## config.mk

```make
export PLATFORM = sky130hd
export DESIGN_NAME = phone_cmd_decoder_flat
export DESIGN_NICKNAME = d
export VERILOG_FILES = /design/src/rtl/phone_cmd_decoder_if.sv /design/src/rtl/phone_cmd_decoder.sv /design/src/flat_wrapper.sv
export SDC_FILE = /design/constraint.sdc
export NUM_CORES = 1
export LEC_CHECK = 0
export ABC_AREA = 1
export CORE_AREA = 2 2 113 104
export CTS_CLUSTER_DIAMETER = 120
export DETAILED_ROUTE_END_ITERATION = 16
export DIE_AREA = 0 0 115 106
export GPL_TIMING_DRIVEN = 1
export HOLD_SLACK_MARGIN = 0.08
export RECOVER_POWER = 25
export SLEW_MARGIN = 30
export SYNTH_ARGS = -nofsm -noshare
export SYNTH_HDL_FRONTEND = slang
export SYNTH_SLANG_ARGS = --single-unit
```

## constraint.sdc

```tcl
create_clock -name CLOCK_50 -period 1.9 [get_ports CLOCK_50]
set_input_delay 0.38 -clock CLOCK_50 [delete_from_list [all_inputs] [get_ports CLOCK_50]]
set_output_delay 0.38 -clock CLOCK_50 [all_outputs]
set_load 0.05 [all_outputs]
```

## src/rtl/phone_cmd_decoder_if.sv

```systemverilog
// Bus between the phone UART receiver, the command decoder and its consumers.
// The decoder side is the slave; the environment side (UART, transmitter, consumers) is the master.
interface phone_cmd_decoder_if;
  logic [7:0] rx_byte;
  logic       received;
  logic [7:0] heart_cap;
  logic [2:0] assist_level;
  logic [3:0] light_override;
  logic       cmd_valid;
  logic       cmd_error;
  logic       ack_valid;
  logic [7:0] ack_code;
  logic       ack_ready;

  modport slave (
    input  rx_byte, received, ack_ready,
    output heart_cap, assist_level, light_override,
    output cmd_valid, cmd_error, ack_valid, ack_code
  );

  modport master (
    output rx_byte, received, ack_ready,
    input  heart_cap, assist_level, light_override,
    input  cmd_valid, cmd_error, ack_valid, ack_code
  );
endinterface

```

## src/rtl/phone_cmd_decoder.sv

```systemverilog
// Frames the phone byte stream (AA, CMD, LEN, PAYLOAD, CHK), applies accepted
// commands to the rider settings and queues an acknowledge byte for every decision.
module phone_cmd_decoder #(
  parameter int unsigned CLK_HZ         = 50000000,
  parameter int unsigned TIMEOUT_US     = 2000,
  parameter logic [7:0]  HR_CAP_DEFAULT = 8'd200,
  parameter logic [7:0]  HR_CAP_MIN     = 8'd100,
  parameter logic [7:0]  HR_CAP_MAX     = 8'd220,
  parameter logic [2:0]  ASSIST_DEFAULT = 3'd2
) (
  input  logic               CLOCK_50,
  input  logic               reset_n,
  phone_cmd_decoder_if.slave bus
);

  localparam longint unsigned TO_CALC = (64'(TIMEOUT_US) * 64'(CLK_HZ)) / 64'd1000000;
  localparam int unsigned     TO_CYCLES = (TO_CALC < 64'd2) ? 32'd2 : 32'(TO_CALC);
  localparam int              TW = $clog2(TO_CYCLES + 1);
  localparam logic [TW-1:0]   TO_LAST = TW'(TO_CYCLES - 1);

  typedef enum logic [2:0] {S_IDLE, S_CMD, S_LEN, S_PAY, S_CHK} state_t;

  state_t        r_state;
  logic [TW-1:0] r_timer;
  logic [7:0]    r_cmd;
  logic [2:0]    r_len;
  logic [1:0]    r_idx;
  logic [7:0]    r_pay0;
  logic [7:0]    r_sum;
  logic [7:0]    r_heart_cap;
  logic [2:0]    r_assist;
  logic [3:0]    r_light;
  logic          r_cmd_valid;
  logic          r_cmd_error;
  logic          r_ack_valid;
  logic [7:0]    r_ack_code;

  logic          w_expire;
  logic          w_exec_ok;
  logic [7:0]    w_sum_next;
  logic [7:0]    w_clamped;

  // Expiry wins over a coinciding byte, which is then treated as the first byte seen in IDLE.
  assign w_expire   = (r_state != S_IDLE) && (r_timer == TO_LAST);
  assign w_sum_next = r_sum + bus.rx_byte;
  assign w_clamped  = (r_pay0 < HR_CAP_MIN) ? HR_CAP_MIN :
                      ((r_pay0 > HR_CAP_MAX) ? HR_CAP_MAX : r_pay0);

  always_comb begin
    w_exec_ok = 1'b0;
    case (r_cmd)
      8'h01:   w_exec_ok = (r_len == 3'd1);
      8'h02:   w_exec_ok = (r_len == 3'd1) && (r_pay0 <= 8'd4);
      8'h03:   w_exec_ok = (r_len == 3'd1);
      8'h04:   w_exec_ok = (r_len == 3'd0);
      default: w_exec_ok = 1'b0;
    endcase
  end

  always_ff @(posedge CLOCK_50 or negedge reset_n) begin
    if (!reset_n) begin
      r_state     <= S_IDLE;
      r_timer     <= '0;
      r_cmd       <= '0;
      r_len       <= '0;
      r_idx       <= '0;
      r_pay0      <= '0;
      r_sum       <= '0;
      r_heart_cap <= HR_CAP_DEFAULT;
      r_assist    <= ASSIST_DEFAULT;
      r_light     <= '0;
      r_cmd_valid <= 1'b0;
      r_cmd_error <= 1'b0;
      r_ack_valid <= 1'b0;
      r_ack_code  <= '0;
    end else begin
      r_cmd_valid <= 1'b0;
      r_cmd_error <= 1'b0;

      if (r_ack_valid && bus.ack_ready)
        r_ack_valid <= 1'b0;

      if (bus.received)
        r_timer <= '0;
      else if (r_state != S_IDLE)
        r_timer <= r_timer + TW'(1);

      if (w_expire) begin
        r_cmd_error <= 1'b1;
        r_state     <= (bus.received && (bus.rx_byte == 8'hAA)) ? S_CMD : S_IDLE;
      end else if (bus.received) begin
        case (r_state)
          S_IDLE: begin
            if (bus.rx_byte == 8'hAA)
              r_state <= S_CMD;
          end
          S_CMD: begin
            r_cmd   <= bus.rx_byte;
            r_sum   <= bus.rx_byte;
            r_state <= S_LEN;
          end
          S_LEN: begin
            if (bus.rx_byte > 8'd4) begin
              r_cmd_error <= 1'b1;
              r_ack_valid <= 1'b1;
              r_ack_code  <= {1'b0, r_cmd[6:0]};
              r_state     <= S_IDLE;
            end else begin
              r_len   <= bus.rx_byte[2:0];
              r_sum   <= w_sum_next;
              r_idx   <= '0;
              r_state <= (bus.rx_byte == 8'd0) ? S_CHK : S_PAY;
            end
          end
          S_PAY: begin
            if (r_idx == 2'd0)
              r_pay0 <= bus.rx_byte;
            r_sum <= w_sum_next;
            if ({1'b0, r_idx} == (r_len - 3'd1))
              r_state <= S_CHK;
            else
              r_idx <= r_idx + 2'd1;
          end
          S_CHK: begin
            r_ack_valid <= 1'b1;
            r_state     <= S_IDLE;
            if ((bus.rx_byte == r_sum) && w_exec_ok) begin
              r_cmd_valid <= 1'b1;
              r_ack_code  <= {1'b1, r_cmd[6:0]};
              case (r_cmd)
                8'h01:   r_heart_cap <= w_clamped;
                8'h02:   r_assist    <= r_pay0[2:0];
                8'h03:   r_light     <= r_pay0[3:0];
                default: ;
              endcase
            end else begin
              r_cmd_error <= 1'b1;
              r_ack_code  <= {1'b0, r_cmd[6:0]};
            end
          end
          default: r_state <= S_IDLE;
        endcase
      end
    end
  end

  assign bus.heart_cap      = r_heart_cap;
  assign bus.assist_level   = r_assist;
  assign bus.light_override = r_light;
  assign bus.cmd_valid      = r_cmd_valid;
  assign bus.cmd_error      = r_cmd_error;
  assign bus.ack_valid      = r_ack_valid;
  assign bus.ack_code       = r_ack_code;

endmodule
```

## src/flat_wrapper.sv

```systemverilog
// flat-port wrapper written by rule: the top's interface ports become plain ports
module phone_cmd_decoder_flat 
#(
  parameter int unsigned CLK_HZ         = 50000000,
  parameter int unsigned TIMEOUT_US     = 2000,
  parameter logic [7:0]  HR_CAP_DEFAULT = 8'd200,
  parameter logic [7:0]  HR_CAP_MIN     = 8'd100,
  parameter logic [7:0]  HR_CAP_MAX     = 8'd220,
  parameter logic [2:0]  ASSIST_DEFAULT = 3'd2
)
  (CLOCK_50, reset_n, bus_rx_byte, bus_received, bus_ack_ready, bus_heart_cap, bus_assist_level, bus_light_override, bus_cmd_valid, bus_cmd_error, bus_ack_valid, bus_ack_code);
  phone_cmd_decoder_if bus_i ();
  input  logic CLOCK_50;
  input  logic reset_n;
  input wire logic [$bits(bus_i.rx_byte)-1:0] bus_rx_byte;
  input wire logic [$bits(bus_i.received)-1:0] bus_received;
  input wire logic [$bits(bus_i.ack_ready)-1:0] bus_ack_ready;
  output wire logic [$bits(bus_i.heart_cap)-1:0] bus_heart_cap;
  output wire logic [$bits(bus_i.assist_level)-1:0] bus_assist_level;
  output wire logic [$bits(bus_i.light_override)-1:0] bus_light_override;
  output wire logic [$bits(bus_i.cmd_valid)-1:0] bus_cmd_valid;
  output wire logic [$bits(bus_i.cmd_error)-1:0] bus_cmd_error;
  output wire logic [$bits(bus_i.ack_valid)-1:0] bus_ack_valid;
  output wire logic [$bits(bus_i.ack_code)-1:0] bus_ack_code;
  assign bus_i.rx_byte = bus_rx_byte;
  assign bus_i.received = bus_received;
  assign bus_i.ack_ready = bus_ack_ready;
  assign bus_heart_cap = bus_i.heart_cap;
  assign bus_assist_level = bus_i.assist_level;
  assign bus_light_override = bus_i.light_override;
  assign bus_cmd_valid = bus_i.cmd_valid;
  assign bus_cmd_error = bus_i.cmd_error;
  assign bus_ack_valid = bus_i.ack_valid;
  assign bus_ack_code = bus_i.ack_code;
  phone_cmd_decoder #(.CLK_HZ(CLK_HZ), .TIMEOUT_US(TIMEOUT_US), .HR_CAP_DEFAULT(HR_CAP_DEFAULT), .HR_CAP_MIN(HR_CAP_MIN), .HR_CAP_MAX(HR_CAP_MAX), .ASSIST_DEFAULT(ASSIST_DEFAULT)) u_core (.CLOCK_50(CLOCK_50), .reset_n(reset_n), .bus(bus_i));
endmodule
```

==> run_results.csv, run 1 <==
group,metric,value,unit
status,outcome,"completed",
setup_path,critical_path.cell_chain,"clkdlybuf4s50_1",
floorplan,fp.dieH,106,µm
synthesis,syn_area,4310,µm²
clock_tree,clkTransAtPathRegs,50,ps
setup_path,critical_path_class,"reg -> out",
grt,grt_use_total,0.193,
setup_path,cp-end-kind,"output port",
floorplan,ios,38,
synthesis,ys_warn_count,0,
floorplan,core,11100,µm²
synthesis,ys.flop_type,"dfrtp_1",
setup_path,crit_required,1520,ps
power_and_ir_drop,power_switching,2.73,mW
detailed_routing,via_per_inst,4.97,
worst_hold_path,min_path_type,"reg -> reg",
timing,hold_viol,0,
detailed_routing,num_vias,4013,
power_and_ir_drop,combPwrFrac,0.418,
timing,max_slew_margin,0.336,
setup_path,critical-path-top-delay-family,"buffers and inverters",
timing,drv_slew,0,
placement,place_worst_setup_slack,-461,ps
clock_tree,numClockSinks,75,
timing,rsz0062_at_grt,"true",
setup_path,cpPeakStageDelay,800,ps
floorplan,rows,37,
clock_tree,cts_tree,"done",
detailed_routing,ant_nets,0,
finish,drive_above_1_share,0.180,
synthesis,syn_area_per_cell,7.50,µm²
synthesis,synth_cells,574,
finish,nNetsFinal,691,
timing,setup_viol,0,
detailed_routing,drc,0,
floorplan,dieArea,12200,µm²
detailed_routing,dr.first_iter.drc_count,229,
power_and_ir_drop,power.density,1210,nW/µm²
synthesis,yosys_register_bits,75,
timing,clock.fmax,0.540,GHz
timing,period_share,0.975,
timing,tightest_slew,997,ps
setup_path,cp.arrival,1470,ps
power_and_ir_drop,p_seq_frac,0.344,
setup_path,cp-start-kind,"flop",
placement,place.gp.congestion,0.838,
floorplan,initial_core_util,0.387,
setup_path,cp_max_fo,2,
job,maxCapViolCount,0,
power_and_ir_drop,p_leak,2.86,nW
clock_tree,numCtsBuffers,9,
detailed_routing,drt-wirelength-per-cell,13.6,µm
synthesis,synth_cell_types,37,
placement,portBuffers,37,
detailed_routing,drtPass1Iterations,5,
detailed_routing,routed_wl,11.0,mm
synthesis,synth-seq-area-share,0.437,
grt,antenna_found_initial,0,
grt,grt_pass1_vias,3860,
grt,grt_overflow_total,0,
timing,worst_slack,48.0,ps
floorplan,fp.dieW,115,µm
placement,place.detailed.hpwl,8.31,mm
finish,synthToLayoutAreaGrowth,30.8,%
timing,fin_skew,11.0,ps
grt,grt_max_degree,61,
power_and_ir_drop,ir_worst_vdd,0.926,mV
synthesis,async_flop_share,1.00,
clock_tree,htree_levels,3,
setup_path,cp.buffers_inverters,1,
finish,diodes,0,
power_and_ir_drop,intPower,4.08,mW
grt,grt_first_pass_wirelength,18.6,mm
setup_path,crit_slowest_cell,"clkdlybuf4s50_1",
clock_tree,cts_buffer_depth,2,
timing,hold_ws,465,ps
synthesis,synth-edff-count,0,
clock_tree,insertion_delay,340,ps
power_and_ir_drop,pwr-share-clk,0.238,
clock_tree,root_buffer,"clkbuf_16",
synthesis,synthesis.nets,599,
power_and_ir_drop,switching_share,0.401,
timing,period_needed,1850,ps
==> final timing paths <==
path	start	to	slack, ps	depth (start not counted)
setup / recovery	u_core.bus.light_override[2]	bus_light_override[2]	50	1
hold / removal	u_core.bus.heart_cap[6]	u_core.bus.heart_cap[6]	470	2
setup reg to reg	u_core.r_timer[0]	u_core.r_cmd[7]	160	10
hold reg to reg	u_core.bus.heart_cap[6]	u_core.bus.heart_cap[6]	470	2
max in group asynchronous	reset_n	u_core.bus.heart_cap[6]	270	3
min in group asynchronous	reset_n	u_core.r_cmd[4]	730	2
==> routing by layer <==
layer  vias to the layer above  global-route usage  part of all wire
li1                       2045                   -                 -
met1                      1844               0.273              0.48
met2                       113               0.299              0.45
met3                        11              0.0468             0.057
met4                         0              0.0456            0.0094
met5                         -                   0                 0
==> metrics by stage <==
step / power, mW / instances / TNS (ps) / instance area (µm²) / util
6_report: 6.81 / 807 / 0 / 5630 / 0.507
4_1_cts: 6.74 / 802 / 0 / 5450 / 0.491
5_1_grt: 7.39 / 807 / -48.6 / 5630 / 0.507
3_5_place_dp: 5.09 / 785 / -11050 / 5150 / 0.464
3_3_place_gp: 5.00 / 785 / -10920 / 5150 / 0.464
2_1_floorplan: 4.17 / 574 / 0 / 4310 / -
==> flip-flops by register name, summed over array words and instances (netlist names), 2 cells and up <==
| register | flops |
|---|---|
| u_core.bus.heart_cap | 8 |
| u_core.r_idx | 2 |
| u_core.r_timer | 17 |
| u_core.bus.ack_code | 8 |
| u_core.r_sum | 8 |
| u_core.r_state | 3 |
| u_core.bus.light_override | 4 |
| u_core.r_len | 3 |
| u_core.r_pay0 | 8 |
| u_core.r_cmd | 8 |
| u_core.bus.assist_level | 3 |
==> cells in the mapped netlist (all sizes together), types with 2 or more instances <==
| cell type | n | share of area |
|---|---|---|
| xnor2 | 3 | 0.0061 |
| a21oi | 17 | 0.020 |
| nor2 | 65 | 0.068 |
| o21bai | 2 | 0.0035 |
| inv | 64 | 0.056 |
| xor2 | 3 | 0.0061 |
| o21a | 3 | 0.0052 |
| nand3b | 4 | 0.0070 |
| nand2 | 186 | 0.17 |
| nand4 | 29 | 0.044 |
| ha | 12 | 0.035 |
| o21ai | 51 | 0.059 |
| clkbuf | 2 | 0.0017 |
| buf | 6 | 0.0084 |
| dfrtp | 71 | 0.41 |
| dfstp | 4 | 0.024 |
| nor3 | 10 | 0.012 |
| nand3 | 34 | 0.046 |
==> layout make-up <==
type	count	area [µm²]
clock inverters	1	7.51
flip-flops and latches	75	1880
repair buffers	89	796
clock buffers	15	278
inverters	65	244
well taps	136	170
multi-input cells	426	2250
fillers	1112	5480
==> cells in the final DEF (no fill, tap or decap), drive strengths merged <==
cell type and instances:
clkdlybuf4s50 11, dfrtp 71, o31ai 1, nand3 34, a21oi 17, buf 64, clkinv 1, o21ai 51
clkbuf 16, dlymetal6s2s 12, o21bai 2, inv 64, o21ba 1, a211oi 1, o22ai 1, nor3 10
nand4 29, fa 1, clkinvlp 1, ha 12, and2 1, dfstp 4, dlygate4sd3 1, nand3b 4
or2 1, o21a 3, xor2 3, xnor2 3, nand2 186, nor2 65
==> what timing repair did <==
action,4_1_cts,5_1_grt
hold buffers,1,0
gates cloned,0,0
buffers inserted,0,5
setup endpoints to repair,4,53
gates resized for setup,2,33
hold endpoints to repair,15,0
pin swaps,0,12
==> worst min-delay path: stages (launching register included) <==
cell and delay, ps:
dfstp_2 370, nand2_1 50, nand2_1 40
==> cell families (layout without fill, tap and decap cells) <==
logic type / after synthesis / in the layout / synth area share
flip-flops: 75 / 75 / 0.437
adder cells (fa/ha/maj): 13 / 13 / 0.0395
buffers and inverters: 73 / 170 / 0.0668
AND/OR/NAND/NOR: 330 / 330 / 0.349
AO/OA/AOI/OAI: 77 / 77 / 0.0950
XOR/XNOR: 6 / 6 / 0.0122
==> power groups by stage <==
stage | clock [mW] | sequential (mW) | combinational (mW)
after global placement | 0 | 2.34 | 2.66
after global routing | 1.72 | 2.41 | 3.26
after floorplan | 0 | 2.53 | 1.63
after detailed placement | 0 | 2.35 | 2.74
after CTS | 1.67 | 2.33 | 2.75
final | 1.62 | 2.34 | 2.85
(Power assumes the default switching activity.)
==> run 2, diff against run 1 <==
--- a/config.mk
+++ b/config.mk
@@ -6,12 +6,13 @@
 export NUM_CORES = 1
 export LEC_CHECK = 0
 export ABC_AREA = 1
-export CORE_AREA = 2 2 113 104
+export CORE_AREA = 2 2 97 89
 export CTS_CLUSTER_DIAMETER = 120
 export DETAILED_ROUTE_END_ITERATION = 16
-export DIE_AREA = 0 0 115 106
+export DIE_AREA = 0 0 99 91
 export GPL_TIMING_DRIVEN = 1
 export HOLD_SLACK_MARGIN = 0.08
+export PLACE_DENSITY = 0.75
 export RECOVER_POWER = 25
 export SLEW_MARGIN = 30
 export SYNTH_ARGS = -nofsm -noshare
==> run_results.csv, run 2 (synthesis results as in run 1) <==
group,metric,value,unit
grt,grt_first_pass_wirelength,17.8,mm
setup_path,crit_required,2180,ps
finish,drive_above_1_share,0.173,
clock_tree,cts_buffer_depth,2,
timing,worst_slack,46.6,ps
detailed_routing,via_per_inst,5.21,
floorplan,core,7950,µm²
worst_hold_path,min_path_cells,2,
timing,max_slew_margin,0.541,
placement,place.detailed.hpwl,7.83,mm
finish,final_common_cell,"nand2_1",
job,maxCapViolCount,0,
timing,hold_ws,466,ps
setup_path,cp.arrival,2140,ps
grt,antenna_found_initial,0,
timing,fin_skew,14.6,ps
floorplan,rows,31,
detailed_routing,num_vias,4029,
status,outcome,"completed",
setup_path,cp-start-kind,"input pin",
detailed_routing,ant_nets,0,
finish,nNetsFinal,696,
timing,period_share,0.975,
setup_path,cp-end-kind,"flop",
clock_tree,cts_tree,"done",
clock_tree,root_buffer,"clkbuf_8",
worst_hold_path,min_path_type,"reg -> reg",
grt,grt_overflow_total,0,
grt,grt_use_total,0.240,
timing,drv_slew,0,
clock_tree,insertion_delay,350,ps
timing,period_needed,1850,ps
detailed_routing,routed_wl,10.3,mm
setup_path,rr_startpoint,"u_core.r_timer[0]",
setup_path,worst-r2r-cell-count,11,
floorplan,fp.dieH,91,µm
finish,diodes,0,
clock_tree,numCtsBuffers,9,
floorplan,initial_core_util,0.541,
setup_path,cp_max_fo,3,
timing,tightest_slew,688,ps
finish,regMostFlops,"u_core.r_timer",
clock_tree,numClockSinks,75,
clock_tree,clkTransAtPathRegs,70,ps
setup_path,r2r-end,"u_core.r_cmd[3]",
detailed_routing,drc,0,
timing,rsz0062_at_grt,"true",
finish,finish.utilization,0.689,
setup_path,r2r_slack,140,ps
timing,hold_viol,0,
worst_hold_path,hold_path_end,"u_core.bus.heart_cap[3]",
placement,dp_cells,752,
power_and_ir_drop,ir_worst_vdd,1.08,mV
power_and_ir_drop,power.density,1160,nW/µm²
detailed_routing,drtPass1Iterations,5,
grt,grt_max_degree,28,
floorplan,dieArea,9010,µm²
setup_path,critical_path_class,"in -> reg",
detailed_routing,drt-wirelength-per-cell,13.3,µm
finish,synthToLayoutAreaGrowth,27.3,%
placement,place.gp.congestion,0.954,
finish,largest_reg_flops,17,
finish,mostFrequentLayoutCells,"182 x nand2_1, 71 x dfrtp_1, 61 x buf_4",
worst_hold_path,hp-start,"u_core.bus.heart_cap[3]",
floorplan,ios,38,
floorplan,fp.dieW,99,µm
timing,clock.fmax,0.540,GHz
detailed_routing,dr.first_iter.drc_count,257,
timing,setup_viol,0,
clock_tree,htree_levels,3,
placement,portBuffers,37,
power_and_ir_drop,p_leak,2.93,nW
finish,layout.cells.non_filler,774,
grt,grt_pass1_vias,3874,
placement,place_worst_setup_slack,-436,ps
## run 2: cell count changes in the layout (fill, tap and decap cells not counted), sizes merged, moves of 2 or more
cell	before	now
dlygate4sd2	0	4
clkbuf	16	13
dlymetal6s2s	12	15
clkdlybuf4s50	11	9
clkinv	1	3
## run 2: worst max-delay path, stage by stage
cell and delay, ps:
clkdlybuf4s50_1 490, ha_2 190, inv_1 50, fa_2 360
or2_2 310, a21oi_1 160, o21ai_0 100, nand2_1 90
## run 2: cell type report
cell class / count / area [µm²]
sequential: 75 / 1880
fill: 650 / 2470
timing repair buffer: 94 / 837
inverter: 65 / 244
clock inverter: 3 / 40.0
tap: 99 / 124
clock buffer: 12 / 145
multi-input combinational: 426 / 2210
## run 2: power breakdown
group          leakage, nW  switching (mW)  total [mW]  internal [mW]
clock network       0.0962           0.571        1.20          0.633
logic                 1.86            1.76        2.83           1.06
registers            0.972           0.342        2.33           1.99
## run 2: per-stage QoR
| step | area, µm² | setup TNS (ps) | power, mW |
|---|---|---|---|
| 2_1_floorplan | 4310 | 0 | 4.17 |
| 3_3_place_gp | 5130 | -9420 | 5.00 |
| 3_5_place_dp | 5130 | -10510 | 5.08 |
| 4_1_cts | 5330 | 0 | 6.28 |
| 5_1_grt | 5480 | -66.7 | 6.84 |
| 6_report | 5480 | 0 | 6.36 |
## run 2: how the worst max path moves through the flow
stage | from | endpoint | slack (ps) | depth (start not counted)
2_1_floorplan | bus_rx_byte[2] | u_core.bus.heart_cap[0] | 190 | 7
3_3_place_gp | bus_rx_byte[0] | u_core.r_sum[6] | -430 | 12
3_5_place_dp | bus_rx_byte[0] | u_core.r_sum[6] | -440 | 12
4_1_cts | u_core.bus.light_override[2] | bus_light_override[2] | 0.2 | 1
5_1_grt | bus_rx_byte[0] | u_core.r_sum[2] | -60 | 8
6_report | bus_rx_byte[0] | u_core.r_sum[2] | 50 | 8
## run 2: per-layer routing
layer / wire length, µm / share of wire / vias up / global-route usage
li1: - / - / 2051 / -
met1: 4940 / 0.48 / 1863 / 0.331
met2: 4770 / 0.46 / 106 / 0.395
met3: 532 / 0.051 / 9 / 0.0431
met4: 85 / 0.0082 / 0 / 0.0514
met5: 0 / 0 / - / 0
## run 2: repair_timing
item / in CTS / in global routing
endpoints found under the hold margin: 20 / 0
hold buffers: 1 / 0
gates cloned: 0 / 0
buffers inserted: 0 / 6
gates resized for setup: 6 / 31
endpoints found under the setup margin: 7 / 53
pin swaps: 0 / 8
==> variant 1: new RTL, config.mk and constraints of run 2 <==
`TIMEOUT_US` is set to 2000 in 2 places; all go to 1000.
--- a/src/rtl/phone_cmd_decoder.sv
+++ b/src/rtl/phone_cmd_decoder.sv
@@ -4,3 +4,3 @@
   parameter int unsigned CLK_HZ         = 50000000,
-  parameter int unsigned TIMEOUT_US     = 2000,
+  parameter int unsigned TIMEOUT_US     = 1000,
   parameter logic [7:0]  HR_CAP_DEFAULT = 8'd200,
--- a/src/flat_wrapper.sv
+++ b/src/flat_wrapper.sv
@@ -4,3 +4,3 @@
   parameter int unsigned CLK_HZ         = 50000000,
-  parameter int unsigned TIMEOUT_US     = 2000,
+  parameter int unsigned TIMEOUT_US     = 1000,
   parameter logic [7:0]  HR_CAP_DEFAULT = 8'd200,
Function: same outputs for any inputs over 4 cycles, from zero or initial values and one cycle with reset_n low; that may be too few to reach the edited logic, so the function may still have changed.
==> variant 1 against run 2 <==
Critical path type is now flip-flop to flip-flop; highest routed layer unchanged; hold slack improved by 0.0017 ns; largest power group unchanged; total power increased by 5.6%; design area decreased by 3.4%; synthesized area decreased by 2.0%; worst setup slack improved by 0.073 ns; sequential cell count decreased by 1; wire length decreased by 4.2%; die area unchanged.
==> variant 1: results (changes against run 2) <==
Hold Path Sink u_core.bus.heart_cap[3]$_DFFE_PN1P_; Max Root-Sink Buffers 2 (unchanged); critical hold path startpoint u_core.bus.heart_cap[3]$_DFFE_PN1P_; largest register by flop count u_core.r_timer; cell count after synthesis 563 (-1.9%); via total after detailed routing 3869 (-4.0%); Hold Slack 0.468 ns (+0.00170 ns); count of filler cells inserted in the layout 699 (+7.5%); global-route wire length before repair 17000 um (-4.2%); leak pwr 2.86 nW (-2.4%); mux share of post-synthesis cell area 0 (unchanged); maximum number of pins on one net before global-route repair 75 (+170%); worst voltage drop across the vdd grid 0.747 mV (-31%); placed wire-length estimate 7200 um (-8.1%); clock latency of the later-clocked register in the worst-skew pair 0.35 ns (about the same); RD Place Congestion 0.886 (-7.1%); count of placed standard cells including taps 730 (-2.9%); worst r2r path cells 10 (-1); Worst path top cell family by delay simple AND/OR/NAND/NOR gates; largest fanout on the critical path 11 (+8); synthesized-area fraction occupied by ao, oa, aoi and oai cells 0.0810 (-0.0140); max reg flops 16 (-1); slowest cell delay on critical path 0.43 ns (-0.06 ns); worst hold path class flip-flop to flip-flop; xor/xnor share of the synthesized area 0.0125 (+0.000253); startpoint of the most critical register-to-register path u_core.r_sum[6]$_DFFE_PN0P_; post-synthesis share of cell area spent on full adders, half adders and majority gates 0.0403 (+0.000821); nets 673 (-3.3%); R2R setup slack 0.12 ns (-0.02 ns); wire length per cell after detailed routing 13.2 um (-1.4%); number of stages on the worst hold path 2 (unchanged); worst rel slew slack 0.336 (-0.205); most area-consuming cells after synthesis dfrtp_1 42%, nand2_1 15%, nand3_1 6.5%, inv_1 6.3%, o21ai_0 4.7%; slowest cell on the critical path dfrtp_1; via count of the first global-routing pass 3632 (-6.2%); Final Non-Filler Cells 752 (-2.8%); ratio of cells with drive above 1 in the final layout 0.153 (-0.0202); number of nets produced by synthesis 588 (-1.8%); DRC marker count from the first detailed-route iteration 204 (-21%); number of synthesis warnings 0 (unchanged); area of all placed cells without fillers 5290 um^2 (-3.4%); most common library cells after synthesis 169 x nand2_1, 71 x inv_1, 70 x dfrtp_1; sequential share of the synthesized area 0.440 (+0.00314); status completed; standard cell area after detailed placement 4950 um^2 (-3.6%); clk slew on worst S/H paths 0.09 ns (+0.02 ns); Post-synth top flop dfrtp_1; Crit path arrival time 2.07 ns (-0.07 ns); Unique masters post-synth 36 (-2.7%); global-route total usage across every layer 0.235 (-0.00437); Crit Reg-Reg Endpoint u_core.bus.light_override[1]$_DFFE_PN0P_; Layout Skew 0.0106 ns (-0.00402 ns)
-- variant 1: kinds of logic (layout without fill, tap and decap cells) --
| group | after synthesis | in the layout |
|---|---|---|
| compound gates | 67 | 67 |
| xor+xnor | 6 | 6 |
| fa+ha+maj | 13 | 13 |
| buf+inv | 84 | 174 |
| flops | 74 | 74 |
| simple gates | 319 | 319 |
-- variant 1: worst max path at each step --
stage                     depth (start not counted)                          startpoint                                  endpoint  slack (ns)
after floorplan                                  10                      bus_rx_byte[2]       u_core.bus.heart_cap[0]$_DFFE_PN0P_        0.18
after global placement                           11                      bus_rx_byte[5]  u_core.bus.light_override[2]$_DFFE_PN0P_       -0.42
after detailed placement                         11                      bus_rx_byte[5]       u_core.bus.heart_cap[1]$_DFFE_PN0P_       -0.44
after CTS                                         1  u_core.bus.ack_code[2]$_DFFE_PN0P_                           bus_ack_code[2]       0.004
after global routing                              9       u_core.r_timer[0]$_DFFE_PN0P_               u_core.r_cmd[2]$_DFFE_PN0P_       0.004
final                                            10         u_core.r_sum[6]$_DFFE_PN0P_  u_core.bus.light_override[1]$_DFFE_PN0P_        0.12
-- variant 1: final cells by class --
type,instances,area [um^2],share of cell area
Multi-Input combinational cell,405,2080,0.392
Sequential cell,74,1860,0.351
Timing Repair Buffer,83,716,0.135
Inverter,75,284,0.0537
Clock buffer,10,138,0.0260
Tap cell,99,124,0.0234
Clock inverter,6,97.6,0.0184
-- variant 1: routing by layer --
| metal | global-route usage | routed length [um] | vias to the layer above |
|---|---|---|---|
| li1 | - | - | 1975 |
| met1 | 0.319 | 4540 | 1803 |
| met2 | 0.381 | 4870 | 87 |
| met3 | 0.0531 | 431 | 4 |
| met4 | 0.0639 | 57 | 0 |
| met5 | 0 | 0 | - |
-- variant 1: through the flow --
step / total power [mW] / worst slack (ns)
final: 6.72 / 0.120
after global routing: 7.29 / 0.00363
after CTS: 6.68 / 0.00384
after detailed placement: 5.26 / -0.441
after global placement: 5.16 / -0.417
after floorplan: 4.32 / 0.176
-- variant 1: where the power goes --
group | leakage (nW) | total, mW | switching (mW) | internal (mW)
combinational | 1.77 | 2.95 | 1.86 | 1.09
clock | 0.119 | 1.43 | 0.638 | 0.794
sequential | 0.972 | 2.34 | 0.361 | 1.98
-- variant 1: timing repair --
action / CTS / global route
gates resized for setup: 20 / 20
setup buffers: 0 / 5
pin swaps: 0 / 5
setup endpoints to repair: 32 / 31
hold buffers: 1 / 0
endpoints found under the hold margin: 51 / 0
-- variant 1: worst register-to-register path, cell delays in order, from the launching register on --
cell	delay (ns)
dfrtp_1	0.43
ha_4	0.26
nor3_2	0.19
nand2_1	0.08
nor2_2	0.15
inv_1	0.08
nor2_4	0.13
buf_12	0.14
buf_4	0.13
nand3_1	0.06
nand2_1	0.08
==> variant 2: new RTL, settings of run 2 <==
Without the edit above. Reset style: synchronous (`reset_n`), changed in one clocked block.
--- a/src/rtl/phone_cmd_decoder.sv
+++ b/src/rtl/phone_cmd_decoder.sv
@@ -59,3 +59,3 @@
 
-  always_ff @(posedge CLOCK_50 or negedge reset_n) begin
+  always_ff @(posedge CLOCK_50) begin
     if (!reset_n) begin
Formal check against the unedited RTL: differs if reset_n is asserted again (counterexample within 4 cycles, from zero or initial values and one cycle with reset_n low); with reset_n held inactive, the same outputs for 4 cycles.
==> variant 2 against run 2 <==
Design area is 5.4% lower; register-to-register slack hardly changed; maximum frequency is 1.6% lower; sequential share of layout area is 5.4 points lower; worst setup slack worse by 0.030 ns; sequential cell count stayed put; synthesized area is 3.8% lower; wire length is 4.7% higher.
Power is not compared: it rests on default switching activity, and its combinational part moved more than twofold at a synthesized area within 25%.
==> variant 2: results (changes against run 2) <==
M1 GR Usage 0.313 (-0.0186); Post-synth top flop dfxtp_1; DRC marker count from the first detailed-route iteration 188 (-27%); via total after detailed routing 4197 (+4.2%); post-synthesis share of cell area spent on full adders, half adders and majority gates 0.0411 (+0.00156); largest fanout on the critical path 2 (-1); met2 global-route usage 0.405 (+0.0101); most area-consuming cells after synthesis dfxtp_1 36%, nand2_1 12%, nor2_1 9.0%, a21oi_1 6.8%, inv_1 6.2%; cell count after synthesis 616 (+7.3%); Crit path arrival time 2.19 ns (+0.05 ns); clock distribution area overhead in the final layout 0.0389 (+0.00506); fraction of synthesis flops using an asynchronous set or reset pin 0 (-1.00); standard cell area after detailed placement 4900 um^2 (-4.6%); status completed; routed length on met2 5260 um (+10%); clock tree buffer count of the final layout 10 (-2); global-route total usage across every layer 0.243 (+0.00304); Unique masters post-synth 34 (-8.1%); share of the final layout cell area in multi-input gates 0.460 (+0.0570); most common library cells after synthesis 134 x nand2_1, 99 x nor2_1, 75 x dfxtp_1; worst rel slew slack 0.600 (+0.0586); Final Non-Filler Cells 803 (+3.7%); placed wire-length estimate 7760 um (-0.97%); via count of the first global-routing pass 3938 (+1.7%); maximum number of pins on one net before global-route repair 42 (+50%); clk slew on worst S/H paths 0.09 ns (+0.02 ns); multi-input logic cell count 456 (+7.0%); area of all placed cells without fillers 5180 um^2 (-5.4%); Layout Skew 0.0136 ns (-0.000989 ns); number of logic inverters in the finished layout 73 (+12%); number of nets produced by synthesis 641 (+7.0%); count of placed standard cells including taps 785 (+4.4%); Final Routed Wirelength 10800 um (+4.7%)
-- variant 2: changes by cell type after synthesis, moves of 12 or more --
cell and delta:
nand3_1 +12, dfrtp_1 -71, dfxtp_1 +75, nand2_1 -48, a21oi_1 +39, nor2_1 +44
-- variant 2: path summary, 6_finish.rpt --
path                                                           start                                    to  slack, ns  depth (start not counted)
worst max-delay path                                  bus_rx_byte[0]          u_core.r_sum[6]$_SDFFE_PN0P_       0.02                         11
worst min-delay path            u_core.bus.heart_cap[1]$_SDFFE_PN0P_  u_core.bus.heart_cap[1]$_SDFFE_PN0P_       0.47                          2
worst max register to register          u_core.r_len[0]$_SDFFE_PN0P_        u_core.r_state[2]$_SDFFE_PN0P_       0.14                         11
worst min register to register  u_core.bus.heart_cap[1]$_SDFFE_PN0P_  u_core.bus.heart_cap[1]$_SDFFE_PN0P_       0.47                          2
